==> config.mk <==
export PLATFORM = sky130hd
export DESIGN_NAME = mem_arbiter
export DESIGN_NICKNAME = d
export VERILOG_FILES = /design/src/rtl/mem_arbiter.sv
export SDC_FILE = /design/constraint.sdc
export NUM_CORES = 1
export LEC_CHECK = 0
export BUFFER_PORTS_ARGS = -buffer_cell sky130_fd_sc_hd__clkbuf_2
export CAP_MARGIN = 20
export CORE_MARGIN = 2
export CORE_UTILIZATION = 48
export DETAILED_ROUTE_END_ITERATION = 10
export GPL_ROUTABILITY_DRIVEN = 0
export GPL_TIMING_DRIVEN = 0
export PLACE_DENSITY_LB_ADDON = 0.05
export SYNTH_ARGS = -nofsm -noshare
export SYNTH_HDL_FRONTEND = slang
export SYNTH_SLANG_ARGS = --single-unit
==> constraint.sdc <==
create_clock -name i_clk -period 3.9 [get_ports i_clk]
set_input_delay 0.78 -clock i_clk [delete_from_list [all_inputs] [get_ports i_clk]]
set_output_delay 0.78 -clock i_clk [all_outputs]
set_load 0.01 [all_outputs]
==> src/rtl/mem_arbiter.sv <==
// mem_arbiter: shares one memory bus port between instruction fetch (IF) and
// load/store (MEM). One bus transaction at a time, one-cycle completion pulse per
// requester, bounded IF starvation and a timeout for unresponsive bus cycles.
module mem_arbiter #(
    parameter int unsigned MEM_STREAK_MAX = 4,
    parameter int unsigned TIMEOUT        = 255
) (
    input  logic        i_clk,
    input  logic        i_rst,
    // instruction fetch requester
    input  logic        i_if_req,
    input  logic [31:0] i_if_addr,
    output logic [31:0] o_if_rdata,
    output logic        o_if_ack,
    output logic        o_if_err,
    // load/store requester
    input  logic        i_mem_req,
    input  logic        i_mem_we,
    input  logic [31:0] i_mem_addr,
    input  logic [31:0] i_mem_wdata,
    input  logic [3:0]  i_mem_sel,
    output logic [31:0] o_mem_rdata,
    output logic        o_mem_ack,
    output logic        o_mem_err,
    // shared bus
    output logic        o_bus_req,
    output logic        o_bus_we,
    output logic [31:0] o_bus_addr,
    output logic [31:0] o_bus_wdata,
    output logic [3:0]  o_bus_sel,
    input  logic [31:0] i_bus_rdata,
    input  logic        i_bus_ack,
    // pipeline stall requests
    output logic        o_stallreq_if,
    output logic        o_stallreq_mem
);

    localparam logic [3:0] StreakMax = 4'(MEM_STREAK_MAX);
    localparam logic [7:0] TimerLast = 8'(TIMEOUT - 1);

    typedef enum logic [1:0] {
        StIdle,
        StBusyIf,
        StBusyMem
    } state_e;

    state_e      r_state, w_state_nxt;
    logic [3:0]  r_streak, w_streak_nxt;
    logic [7:0]  r_timer, w_timer_nxt;

    logic        r_bus_req, w_bus_req_nxt;
    logic        r_bus_we, w_bus_we_nxt;
    logic [31:0] r_bus_addr, w_bus_addr_nxt;
    logic [31:0] r_bus_wdata, w_bus_wdata_nxt;
    logic [3:0]  r_bus_sel, w_bus_sel_nxt;

    logic        r_if_ack, w_if_ack_nxt;
    logic        r_if_err, w_if_err_nxt;
    logic [31:0] r_if_rdata, w_if_rdata_nxt;
    logic        r_mem_ack, w_mem_ack_nxt;
    logic        r_mem_err, w_mem_err_nxt;
    logic [31:0] r_mem_rdata, w_mem_rdata_nxt;

    // A requester is ignored in its own ack cycle: its request line is still
    // high there because it only sees the ack in that same cycle.
    logic w_if_req_ok, w_mem_req_ok, w_mem_wins, w_finish, w_abort;

    assign w_if_req_ok  = i_if_req & ~r_if_ack;
    assign w_mem_req_ok = i_mem_req & ~r_mem_ack;
    assign w_mem_wins   = w_mem_req_ok & ~(w_if_req_ok & (r_streak == StreakMax));
    assign w_abort      = ~i_bus_ack & (r_timer == TimerLast);
    assign w_finish     = i_bus_ack | w_abort;

    // Next-state: arbitration in idle, completion or timeout while busy.
    always_comb begin
        w_state_nxt     = r_state;
        w_streak_nxt    = r_streak;
        w_timer_nxt     = r_timer;
        w_bus_req_nxt   = r_bus_req;
        w_bus_we_nxt    = r_bus_we;
        w_bus_addr_nxt  = r_bus_addr;
        w_bus_wdata_nxt = r_bus_wdata;
        w_bus_sel_nxt   = r_bus_sel;
        w_if_ack_nxt    = 1'b0;
        w_if_err_nxt    = 1'b0;
        w_if_rdata_nxt  = 32'h0;
        w_mem_ack_nxt   = 1'b0;
        w_mem_err_nxt   = 1'b0;
        w_mem_rdata_nxt = 32'h0;

        unique case (r_state)
            StIdle: begin
                w_bus_req_nxt   = 1'b0;
                w_bus_we_nxt    = 1'b0;
                w_bus_addr_nxt  = 32'h0;
                w_bus_wdata_nxt = 32'h0;
                w_bus_sel_nxt   = 4'h0;
                if (w_mem_wins) begin
                    w_state_nxt     = StBusyMem;
                    w_timer_nxt     = 8'h0;
                    w_bus_req_nxt   = 1'b1;
                    w_bus_we_nxt    = i_mem_we;
                    w_bus_addr_nxt  = i_mem_addr;
                    w_bus_wdata_nxt = i_mem_wdata;
                    w_bus_sel_nxt   = i_mem_sel;
                    if (!w_if_req_ok) begin
                        w_streak_nxt = 4'h0;
                    end else if (r_streak >= StreakMax) begin
                        w_streak_nxt = StreakMax;
                    end else begin
                        w_streak_nxt = r_streak + 4'h1;
                    end
                end else if (w_if_req_ok) begin
                    w_state_nxt     = StBusyIf;
                    w_timer_nxt     = 8'h0;
                    w_streak_nxt    = 4'h0;
                    w_bus_req_nxt   = 1'b1;
                    w_bus_we_nxt    = 1'b0;
                    w_bus_addr_nxt  = i_if_addr;
                    w_bus_wdata_nxt = 32'h0;
                    w_bus_sel_nxt   = 4'hF;
                end
            end
            StBusyIf, StBusyMem: begin
                if (w_finish) begin
                    w_state_nxt     = StIdle;
                    w_bus_req_nxt   = 1'b0;
                    w_bus_we_nxt    = 1'b0;
                    w_bus_addr_nxt  = 32'h0;
                    w_bus_wdata_nxt = 32'h0;
                    w_bus_sel_nxt   = 4'h0;
                    if (r_state == StBusyIf) begin
                        w_if_ack_nxt   = 1'b1;
                        w_if_err_nxt   = w_abort;
                        w_if_rdata_nxt = i_bus_ack ? i_bus_rdata : 32'h0;
                    end else begin
                        w_mem_ack_nxt   = 1'b1;
                        w_mem_err_nxt   = w_abort;
                        // Stores return zero data to the requester.
                        w_mem_rdata_nxt = (i_bus_ack && !r_bus_we) ? i_bus_rdata : 32'h0;
                    end
                end else begin
                    w_timer_nxt = r_timer + 8'h1;
                end
            end
            default: begin
                w_state_nxt = StIdle;
            end
        endcase
    end

    // State and registered outputs; reset abandons any transaction in flight.
    always_ff @(posedge i_clk) begin
        if (i_rst) begin
            r_state     <= StIdle;
            r_streak    <= 4'h0;
            r_timer     <= 8'h0;
            r_bus_req   <= 1'b0;
            r_bus_we    <= 1'b0;
            r_bus_addr  <= 32'h0;
            r_bus_wdata <= 32'h0;
            r_bus_sel   <= 4'h0;
            r_if_ack    <= 1'b0;
            r_if_err    <= 1'b0;
            r_if_rdata  <= 32'h0;
            r_mem_ack   <= 1'b0;
            r_mem_err   <= 1'b0;
            r_mem_rdata <= 32'h0;
        end else begin
            r_state     <= w_state_nxt;
            r_streak    <= w_streak_nxt;
            r_timer     <= w_timer_nxt;
            r_bus_req   <= w_bus_req_nxt;
            r_bus_we    <= w_bus_we_nxt;
            r_bus_addr  <= w_bus_addr_nxt;
            r_bus_wdata <= w_bus_wdata_nxt;
            r_bus_sel   <= w_bus_sel_nxt;
            r_if_ack    <= w_if_ack_nxt;
            r_if_err    <= w_if_err_nxt;
            r_if_rdata  <= w_if_rdata_nxt;
            r_mem_ack   <= w_mem_ack_nxt;
            r_mem_err   <= w_mem_err_nxt;
            r_mem_rdata <= w_mem_rdata_nxt;
        end
    end

    assign o_bus_req      = r_bus_req;
    assign o_bus_we       = r_bus_we;
    assign o_bus_addr     = r_bus_addr;
    assign o_bus_wdata    = r_bus_wdata;
    assign o_bus_sel      = r_bus_sel;
    assign o_if_ack       = r_if_ack;
    assign o_if_err       = r_if_err;
    assign o_if_rdata     = r_if_rdata;
    assign o_mem_ack      = r_mem_ack;
    assign o_mem_err      = r_mem_err;
    assign o_mem_rdata    = r_mem_rdata;
    assign o_stallreq_if  = i_if_req & ~r_if_ack;
    assign o_stallreq_mem = i_mem_req & ~r_mem_ack;

endmodule
Word level (Yosys, flattened, before mapping)
Index checks and enable logic that the tools add are counted.

Register bits: 152. Latch bits: 0. RAM bits: 0. ROM bits: 0. Input port bits: 138. Output and inout bits: 140. Memories kept: 0.

$add $sub $neg: 2. $mul: 0. Divide/modulo/power cells: 0. $lt $le $gt $ge: 1. Equal/unequal tests: 7. Shift-type cells: 0. Multiplexer cells: 30. Bitwise operators: 14. Reductions and logical operators: 15.

Operators with widths (number): 2-to-1 mux 32 bit (4); one-hot mux 32 bit (2 select lines) (2); 2-to-1 mux 4 bit (7); 2-to-1 mux 8 bit (3); one-hot mux 8 bit (2 select lines) (1); OR reduction 5 bit (2); adder 8 x 1 -> 8 bit, second input constant (1); == test 8 bit, second input constant (1); NOT 1 bit (8); one-hot mux 4 bit (2 select lines) (1); OR reduction 4 bit (2); 2-to-1 mux 1 bit (6); 2-to-1 mux 2 bit (3); AND reduction 2 bit (3); bitwise AND 1 bit (5); adder 4 x 1 -> 4 bit, second input constant (1); == test 4 x 3 -> 1 bit, second input constant (1); >= comparator 4 x 3 -> 1 bit, second input constant (1); != test 2 bit, second input constant (2); one-hot mux 1 bit (2 select lines) (2); one-hot mux 2 bit (2 select lines) (1); nonzero test 2 bit (2); != test 3 bit, second input constant (1); AND reduction 3 bit (1); other kinds (8) (8).

Logic depth before layout (Yosys ltp)
Gate-level depths: netlist of the first run.

Word-level depth: 7. Gate-level depth with buffers: 8. Mapped depth without buffers: 6.

Least setup slack after synthesis of the first run
No wires, ideal clock.

Path kind: input-to-reg. Start point: input i_mem_req. End point: register r_bus_addr[15] (netlist: o_bus_addr[15]). Arrival time: 1846 ps. Slack: 1916 ps. Stages: 7. Path buffers: 3. Path through: nand2b_1 -> buf_2 -> inv_1 -> o21ai_0 -> buf_2 -> buf_1 -> o221ai_1.

Word-level cells in the longest chain between the ends: 4.

Ends and longest elaborated chain: from (decl) (line 17) `input logic i_mem_req,`; bitwise AND 1 bit; via o_stallreq_mem (line 35) `output logic o_stallreq_mem`; bitwise AND 1 bit (line 70) `assign w_mem_wins = w_mem_req_ok & ~(w_if_req_ok & (r_streak == StreakMax));`; 2-to-1 mux 32 bit (line 98) `if (w_mem_wins) begin`; one-hot mux 32 bit (2 select lines) (line 91) `unique case (r_state)`; to (signal assigned) (line 175) `r_bus_addr <= w_bus_addr_nxt;`; to (decl) (line 53) `logic [31:0] r_bus_addr, w_bus_addr_nxt;`.

The timed path passes the listed nets, and every way through them passes these cells. A chain may end at the register's enable or synchronous reset.

Final worst setup path of the first run
Start point: register r_mem_ack (netlist: o_mem_ack). End point: output o_stallreq_mem.

Word-level cells in the longest chain between the ends: 2.

Ends and longest elaborated chain: from (decl) (line 60) `logic r_mem_ack, w_mem_ack_nxt;`; from (signal assigned) (line 181) `r_mem_ack <= w_mem_ack_nxt;`; NOT 1 bit (line 199) `assign o_stallreq_mem = i_mem_req & ~r_mem_ack;`; bitwise AND 1 bit (line 199); to (decl) (line 35).

Every way passes these cells.

==> results of run 1 <==
state kept, by name, summed over array words and instances, names as in the netlist:
register,flops
o_bus_addr,32
o_bus_req,1
o_bus_sel,4
o_bus_wdata,32
o_bus_we,1
o_if_ack,1
o_if_err,1
o_if_rdata,32
o_mem_ack,1
o_mem_err,1
o_mem_rdata,32
r_state,2
r_streak,4
r_timer,8
cells by family (layout without fill, tap and decap cells):
group           after synthesis  count (layout)  synth area share [%]
simple gates                163             163                  17.2
buf+inv                      75             383                  5.74
mux                           5               5                  1.03
flops                       152             152                  57.2
fa+ha+maj                     7               7                  1.65
compound gates              120             120                  17.3
routing by layer:
metal,track usage [%],up-vias,wire (µm)
met5,0,-,0
met4,9.04,0,268
met3,7.29,17,1140
met2,40.1,206,7140
met1,27.2,2265,5720
li1,-,2411,-
stage by stage:
stage / util, % / instances
global placement: 63.5 / 938
detailed placement: 63.5 / 938
finish: 68.8 / 970
CTS: 68.8 / 970
global route: 68.8 / 970
floorplan: - / 522
path summary, 6_finish.rpt:
kind	start	endpoint	slack, ns	depth (start not counted)
hold reg to reg	o_bus_addr[24]	o_bus_addr[24]	0.47	2
setup / recovery	o_mem_ack	o_stallreq_mem	1.55	4
hold / removal	i_mem_wdata[9]	o_bus_wdata[9]	0.46	2
setup reg to reg	r_state[0]	o_bus_addr[18]	1.61	7
cell type report:
class                   instances  area share [%]
plain buffers                  33            1.98
clock buffers                  18            5.73
well taps                     140            2.35
repair buffers                276            18.5
inverters                      42            2.11
flip-flops and latches        152            40.8
clock inverters                14            2.10
multi-input cells             295            26.5
placed cells by master, fill, tap and decap left out, drive strengths merged, types with 2 or more instances in the layout:
cell type,count
a21bo,2
a21oi,10
a221o,2
a22o,34
a22oi,11
a311oi,2
a31oi,2
and2,65
and3,7
and4,2
buf,21
clkbuf,306
clkinv,4
clkinvlp,2
dfxtp,152
ha,7
inv,49
mux2,4
nand2,28
nand2b,4
nand3,25
nand3b,3
nor2,10
nor2b,3
nor3,6
nor4,2
nor4b,2
o21a,2
o21ai,25
o221ai,22
power by group:
part	switching (mW)	internal (mW)
registers	0.0530	1.66
clock network	0.694	0.892
logic	0.328	0.243
total	1.07	2.79
==> flow_metrics.py, run 1 <==
metrics = {
    "logic_synthesis": {
        "synth_common_cells": "dfxtp_1, and2_1, inv_1",
        "syn-num-nets": 667,
        "synth_warnings": 0,
        "synth_flop_cell": "dfxtp_1",
        "yosysMostFrequentCell": "dfxtp_1",
        "synth_edf_count": 0,
        "synthCells": 522,
        "syn_area_mm2": 0.00532,
        "async_reset_ff_share_pct": 0,
        "ys_types": 47,
        "yosysTopAreaCell": "dfxtp_1",
        "yosysTopAreaCellShare_pct": 57.2,
        "synth-seq-cells": 152,
        "ys_seq_area_share_pct": 57.2,
        "syn_avg_cell_area_um2": 10.2,
        "synth_area_leaders": "dfxtp_1, and2_1, a22o_1",
    },
    "clock_network": {
        "cts_sinks": 152,
        "clock_latency_ns": 0.53,
        "htreeDepth": 4,
        "clock-root-buffer": "clkbuf_8",
        "cts_buffers": 17,
        "clk_pin_slew_worst_paths_ns": 0.07,
        "clk_path_buf_depth": 2,
        "cts_tree": "done",
        "holdBufCountCts": 0,
        "ctsResizeCount": 0,
        "post_cts_buffers": 0,
    },
    "setup_path": {
        "required_ns": 3.12,
        "critPathMaxFanout": 9,
        "arrival_ns": 1.57,
        "critPathMaxStageDelay_ns": 0.33,
        "cp.buffers_inverters": 3,
        "crit_path_top_delay_cell": "dfxtp_1",
        "crit_family": "buffers and inverters",
        "path_class": "reg -> out",
        "path_cells": "nand2b_1, buf_2, inv_1, clkbuf_2",
        "crit_path_start_kind": "flip-flop",
        "endpoint_kind": "output port",
    },
    "global_routing": {
        "grt_first_pass_wirelength_um": 21700,
        "grt_max_degree": 17,
        "antenna_found_initial": 0,
        "grt_pass1_vias": 4627,
        "overflow": 0,
        "grt_util_all_layers_pct": 23.3,
    },
    "final_layout": {
        "num-nets-final": 962,
        "finalInstanceArea_mm2": 0.00746,
        "diodes": 0,
        "nFillCells": 898,
        "seq_area_mm2": 0.00304,
        "area_growth_syn_to_layout_pct": 40.2,
        "drive_gt1_share_pct": 40.6,
        "multi_input_area_mm2": 0.00197,
    },
    "outcome": {
        "status": "complete, no violations",
    },
    "drt": {
        "post_drt_wl_per_cell_um": 14.7,
        "ant_nets": 0,
        "vias_per_cell": 5.05,
        "wirelength_um": 14300,
        "vias": 4899,
        "drt_pre_antenna_iters": 5,
        "drtIter0Drc": 347,
        "drc": 0,
    },
    "timing": {
        "min_period_over_period_pct": 60.3,
        "rsz0062_at_grt": "no",
        "hold_slack_ns": 0.459,
        "clock.fmax_mhz": 425,
        "fin_crit_ns": 2.35,
        "setup_viol": 0,
        "timing_hold_violations_final": 0,
        "worst_pin_slew_ns": 0.724,
        "slew_headroom_pct": 51.3,
        "setup-tns-final_ns": 0,
        "slew_viol_final": 0,
        "postLayoutSetupSlackWorst_ns": 1.55,
        "skew_ns": 0.0106,
    },
    "placed_design": {
        "place_area_mm2": 0.00688,
        "port_buffers": 276,
        "dpl.hpwl_um": 10900,
        "dpl_worst_slack_ns": 1.47,
    },
    "die": {
        "core_area_mm2": 0.0108,
        "dieArea_mm2": 0.0119,
        "initial_core_util_pct": 49.1,
        "die_y_um": 109,
        "rows": 38,
        "io_pins": 278,
        "die_w_um": 109,
    },
    "power": {
        "power_mw": 3.87,
        "p_leak_nw": 3.63,
        "ir_drop_mv": 0.270,
        "p_per_area_mw_per_mm2": 518,
    },
    "min_path": {
        "hp-class": "in -> reg",
    },
    "run": {
        "drv_cap": 0,
    },
}
No activity file was read; power rests on OpenSTA's default activity.
==> inputs of run 2 (changes only) <==
CORE_UTILIZATION = 40   (was 48)
clock period = 2 ns   (was 3.9 ns; I/O delays follow)
==> run 2 against run 1 <==
Total power grew 100%. Routed wire length rose by 0.97%. Die area increased by 19%. Critical path depth grew 4. Critical endpoint is now o_bus_addr[12]. Largest cell class unchanged.
==> flow_metrics.py, run 2 (synthesis results as in run 1) <==
metrics = {
    "final_layout": {
        "area_growth_syn_to_layout_pct": 45.5,
        "diodes": 0,
        "final_common_cell": "clkbuf_2",
        "postLayoutCoreUtil_pct": 58.9,
        "finalInstanceArea_mm2": 0.00774,
        "nFillCells": 1169,
        "num-nets-final": 968,
        "drive_gt1_share_pct": 43.9,
        "layout_common_cells": "clkbuf_2, dfxtp_1, and2_1, inv_1, a22o_1",
    },
    "power": {
        "clkPwrFrac_pct": 41.1,
        "pwr-share-seq_pct": 42.9,
        "p_comb_share_pct": 15.9,
        "ir_drop_mv": 0.572,
        "p_leak_nw": 3.72,
        "internal-power_mw": 5.76,
        "switching_share_pct": 26.0,
        "p_per_area_mw_per_mm2": 1000,
        "net-switching-power_mw": 2.02,
    },
    "timing": {
        "hold_slack_ns": 0.200,
        "timing_hold_violations_final": 0,
        "clock.fmax_mhz": 507,
        "slew_viol_final": 0,
        "worst_pin_slew_ns": 0.467,
        "min_period_over_period_pct": 98.7,
        "skew_ns": 0.00553,
        "slew_headroom_pct": 68.7,
        "setup-tns-final_ns": 0,
        "fin_crit_ns": 1.97,
        "setup_viol": 0,
    },
    "drt": {
        "wl_met1_um": 6020,
        "wirelength_um": 14400,
        "wl_met3_um": 980,
        "drc": 0,
        "drt_pre_antenna_iters": 5,
        "ant_nets": 0,
        "vias_per_cell": 4.82,
        "drtIter0Drc": 299,
        "post_drt_wl_per_cell_um": 14.2,
        "wl_met2_um": 7260,
        "vias": 4873,
        "top_layer_used": "met4",
    },
    "clock_network": {
        "cts_sinks": 152,
        "clock-root-buffer": "clkbuf_16",
        "holdBufCountCts": 0,
        "cts_buffers": 17,
        "clk_pin_slew_worst_paths_ns": 0.06,
        "clock_latency_ns": 0.41,
        "cts_tree": "done",
        "htreeDepth": 4,
        "clk_path_buf_depth": 2,
    },
    "setup_path": {
        "cp.buffers_inverters": 3,
        "required_ns": 2.33,
        "critPathMaxFanout": 7,
        "endpoint_kind": "flip-flop",
        "crit_path_top_delay_cell": "or3b_4",
        "crit_family": "compound AO/OA/AOI/OAI gates",
        "critPathMaxStageDelay_ns": 0.39,
        "arrival_ns": 2.30,
        "path_cells": "inv_2, ha_4, buf_8, or3b_4, a211oi_4, clkbuf_16, a22oi_1, o21ai_0",
        "path_class": "reg -> reg",
        "crit_path_start_kind": "flip-flop",
    },
    "global_routing": {
        "grt_pass1_vias": 4631,
        "overflow": 0,
        "antenna_found_initial": 0,
        "grt_max_degree": 17,
        "grt_first_pass_wirelength_um": 22600,
        "grt_util_all_layers_pct": 19.8,
    },
    "die": {
        "die_y_um": 119,
        "core_area_mm2": 0.0131,
        "io_pins": 278,
        "dieArea_mm2": 0.0142,
        "initial_core_util_pct": 40.5,
        "rows": 42,
        "die_w_um": 119,
    },
    "run": {
        "drv_cap": 0,
    },
    "placed_design": {
        "place_area_mm2": 0.00692,
        "dpl.hpwl_um": 10900,
        "port_buffers": 276,
    },
    "min_path": {
        "hp-class": "in -> reg",
    },
    "outcome": {
        "status": "complete, no violations",
    },
}
-- run 2: power groups by stage --
stage                     sequential [mW]  combinational [mW]  clock, mW
after floorplan                      3.49               0.523          0
after global placement               3.39                1.10          0
after detailed placement             3.40                1.12          0
after CTS                            3.34                1.16       3.29
after global routing                 3.36                1.37       3.43
final                                3.34                1.24       3.20
-- run 2: layout make-up --
class	count	area (µm²)	area share (%)
multi-input cells	295	2070	26.7
plain buffers	33	184	2.38
repair buffers	282	1460	18.8
inverters	42	158	2.04
well taps	176	220	2.84
flip-flops and latches	152	3050	39.4
clock buffers	21	470	6.08
clock inverters	11	135	1.75
-- run 2: final timing paths --
kind | start | end | slack, ns | cells past startpoint
max | r_state[0] | o_bus_addr[12] | 0.03 | 8
min | i_mem_wdata[30] | o_bus_wdata[30] | 0.20 | 2
max reg2reg | r_state[0] | o_bus_addr[12] | 0.03 | 8
min reg2reg | o_bus_addr[28] | o_bus_addr[28] | 0.46 | 2
-- run 2: stage by stage --
| stage | std cells | power, mW | worst slack, ns |
|---|---|---|---|
| floorplan | 522 | 4.01 | 0.108 |
| global placement | 974 | 4.50 | -0.256 |
| detailed placement | 974 | 4.52 | -0.270 |
| CTS | 1008 | 7.78 | -0.0737 |
| global route | 1012 | 8.16 | -0.0387 |
| finish | 1012 | 7.78 | 0.0265 |
-- run 2: repair_timing --
| action | in CTS | in global routing |
|---|---|---|
| gates resized for setup | 17 | 33 |
| endpoints found under the setup margin | 96 | 110 |
| setup buffers | 2 | 3 |
| pin swaps | 2 | 3 |
| cloned | 0 | 1 |
-- run 2: metal layers --
layer	global-route usage, %	vias to the layer above
li1	-	2422
met1	24.3	2245
met2	33.3	193
met3	5.60	13
met4	6.99	0
met5	0	-
==> inputs of run 3 (changes only) <==
CORE_MARGIN = unset   (was 2)
MAX_ROUTING_LAYER = met4   (was unset)
REMOVE_ABC_BUFFERS = 1   (was unset)
==> run 3 against run 2 <==
Utilization up 1.7 points. Via count up 1.9%. Critical path depth down 1. Maximum frequency up 1.9%. Sequential cell count unchanged. Register-to-register slack better by 0.04 ns. Routed wire length up 17%. First-iteration DRC count down 1.3%. Global-route usage up 5.4 points. Count of clock-buffer cells in the layout down 2. Sequential share of layout area down 0.055 points. Design area about the same. Critical path type unchanged.
==> flow_metrics.py, run 3 (synthesis results as in run 1) <==
metrics = {
    "setup_path": {
        "crit_path_start_kind": "flip-flop",
        "path_class": "reg -> reg",
        "endpoint_kind": "flip-flop",
        "arrival_ns": 2.30,
        "critPathMaxFanout": 16,
        "required_ns": 2.36,
    },
    "power": {
        "p_leak_nw": 3.68,
        "power_mw": 7.83,
        "p_per_area_mw_per_mm2": 1010,
        "ir_drop_mv": 0.599,
    },
    "final_layout": {
        "final_common_cell": "clkbuf_2",
        "nFillCells": 1115,
        "drive_gt1_share_pct": 43.7,
        "layout_common_cells": "clkbuf_2, dfxtp_1, and2_1, inv_1, a22o_1",
        "seq_area_mm2": 0.00304,
        "diodes": 0,
        "postLayoutCoreUtil_pct": 60.6,
        "num-nets-final": 952,
        "multi_input_area_mm2": 0.00216,
        "area_growth_syn_to_layout_pct": 45.5,
        "stdcell_count": 992,
    },
    "timing": {
        "fin_crit_ns": 1.94,
        "skew_ns": 0.0121,
        "setup_viol": 0,
        "clock.fmax_mhz": 516,
        "slew_viol_final": 0,
        "timing_hold_violations_final": 0,
        "slew_headroom_pct": 60.0,
        "worst_pin_slew_ns": 0.600,
        "min_period_over_period_pct": 96.9,
    },
    "clock_network": {
        "cts_buffers": 17,
        "cts_sinks": 152,
        "clk_pin_slew_worst_paths_ns": 0.06,
        "clock-root-buffer": "clkbuf_16",
        "clock_latency_ns": 0.42,
        "cts_tree": "done",
        "clk_path_buf_depth": 2,
        "htreeDepth": 4,
    },
    "global_routing": {
        "grt_util_all_layers_pct": 25.2,
        "grt_pass1_vias": 4763,
        "antenna_found_initial": 0,
        "overflow": 0,
        "grt_max_degree": 45,
        "grt_first_pass_wirelength_um": 25800,
    },
    "outcome": {
        "status": "complete, no violations",
    },
    "placed_design": {
        "port_buffers": 277,
        "dpl.hpwl_um": 11500,
        "placed_cells": 942,
    },
    "die": {
        "core_area_mm2": 0.0128,
        "die_w_um": 117,
        "die_y_um": 117,
        "initial_core_util_pct": 41.7,
        "io_pins": 278,
        "dieArea_mm2": 0.0138,
        "rows": 41,
    },
    "min_path": {
        "hp-class": "in -> reg",
    },
    "run": {
        "drv_cap": 0,
    },
    "drt": {
        "ant_nets": 0,
        "post_drt_wl_per_cell_um": 17.0,
        "drt_pre_antenna_iters": 4,
        "wirelength_um": 16900,
        "drc": 0,
        "vias_per_cell": 5.01,
        "drtIter0Drc": 295,
        "vias": 4966,
    },
}
## run 3: cell types whose count changed in the layout (fill, tap and decap cells not counted), sizes merged
| cell | change |
|---|---|
| clkbuf | -18 |
| buf | -5 |
| clkinv | +4 |
| o2111a | +2 |
| o21a | +2 |
| clkinvlp | -1 |
| inv | -1 |
| nor2 | +1 |
## run 3: through the flow
stage,setup slack (ns),setup TNS [ns],hold slack [ns],instance area [µm²]
after floorplan,-1.70,-65.51,0.444,5170
after global placement,-2.77,-163.72,0.449,6780
after detailed placement,-1.31,-87.78,0.462,6860
after CTS,-0.153,-0.155,0.169,7610
after global routing,-0.00997,-0.0207,0.176,7740
final,0.0624,0,0.182,7740
## run 3: cell type report
class / count / area share [%]
Inverter: 42 / 2.08
Tap cell: 172 / 2.78
Multi-Input combinational cell: 300 / 27.9
Clock buffer: 19 / 5.72
Sequential cell: 152 / 39.3
Timing Repair Buffer: 294 / 20.4
Clock inverter: 13 / 1.84
## run 3: worst max-delay path: stages, from the launching register on
cell and delay, ns:
dfxtp_1 0.34, inv_1 0.10, ha_4 0.34, nor2b_1 0.19, a21boi_4 0.27, buf_4 0.19, o21a_4 0.27, a22o_1 0.18
## run 3: where the power goes
group / switching [mW] / total (mW) / leakage, nW / internal [mW]
sequential: 0.102 / 3.34 / 1.24 / 3.24
combinational: 0.761 / 1.33 / 2.15 / 0.574
clock: 1.28 / 3.16 / 0.290 / 1.88
## run 3: path summary, 6_finish.rpt
path / start / endpoint / slack (ns) / cells past startpoint
max: r_state[1] / o_bus_wdata[27] / 0.06 / 7
min: i_bus_rdata[13] / o_if_rdata[13] / 0.18 / 2
max reg2reg: r_state[1] / o_bus_wdata[27] / 0.06 / 7
min reg2reg: o_bus_addr[8] / o_bus_addr[8] / 0.47 / 2
## run 3: repair_timing
item,in CTS,in global routing
endpoints found under the setup margin,113,106
cloned,4,1
pin swaps,2,4
buffers inserted,5,8
gates resized for setup,21,10
hold buffers,0,0
## run 3: layer usage
metal,track usage (%),routed length [µm],vias up
met1,28.5,6950,2306
met5,-,0,-
met2,41.8,8220,219
met4,11.9,567,0
met3,6.13,1150,34
li1,-,-,2407
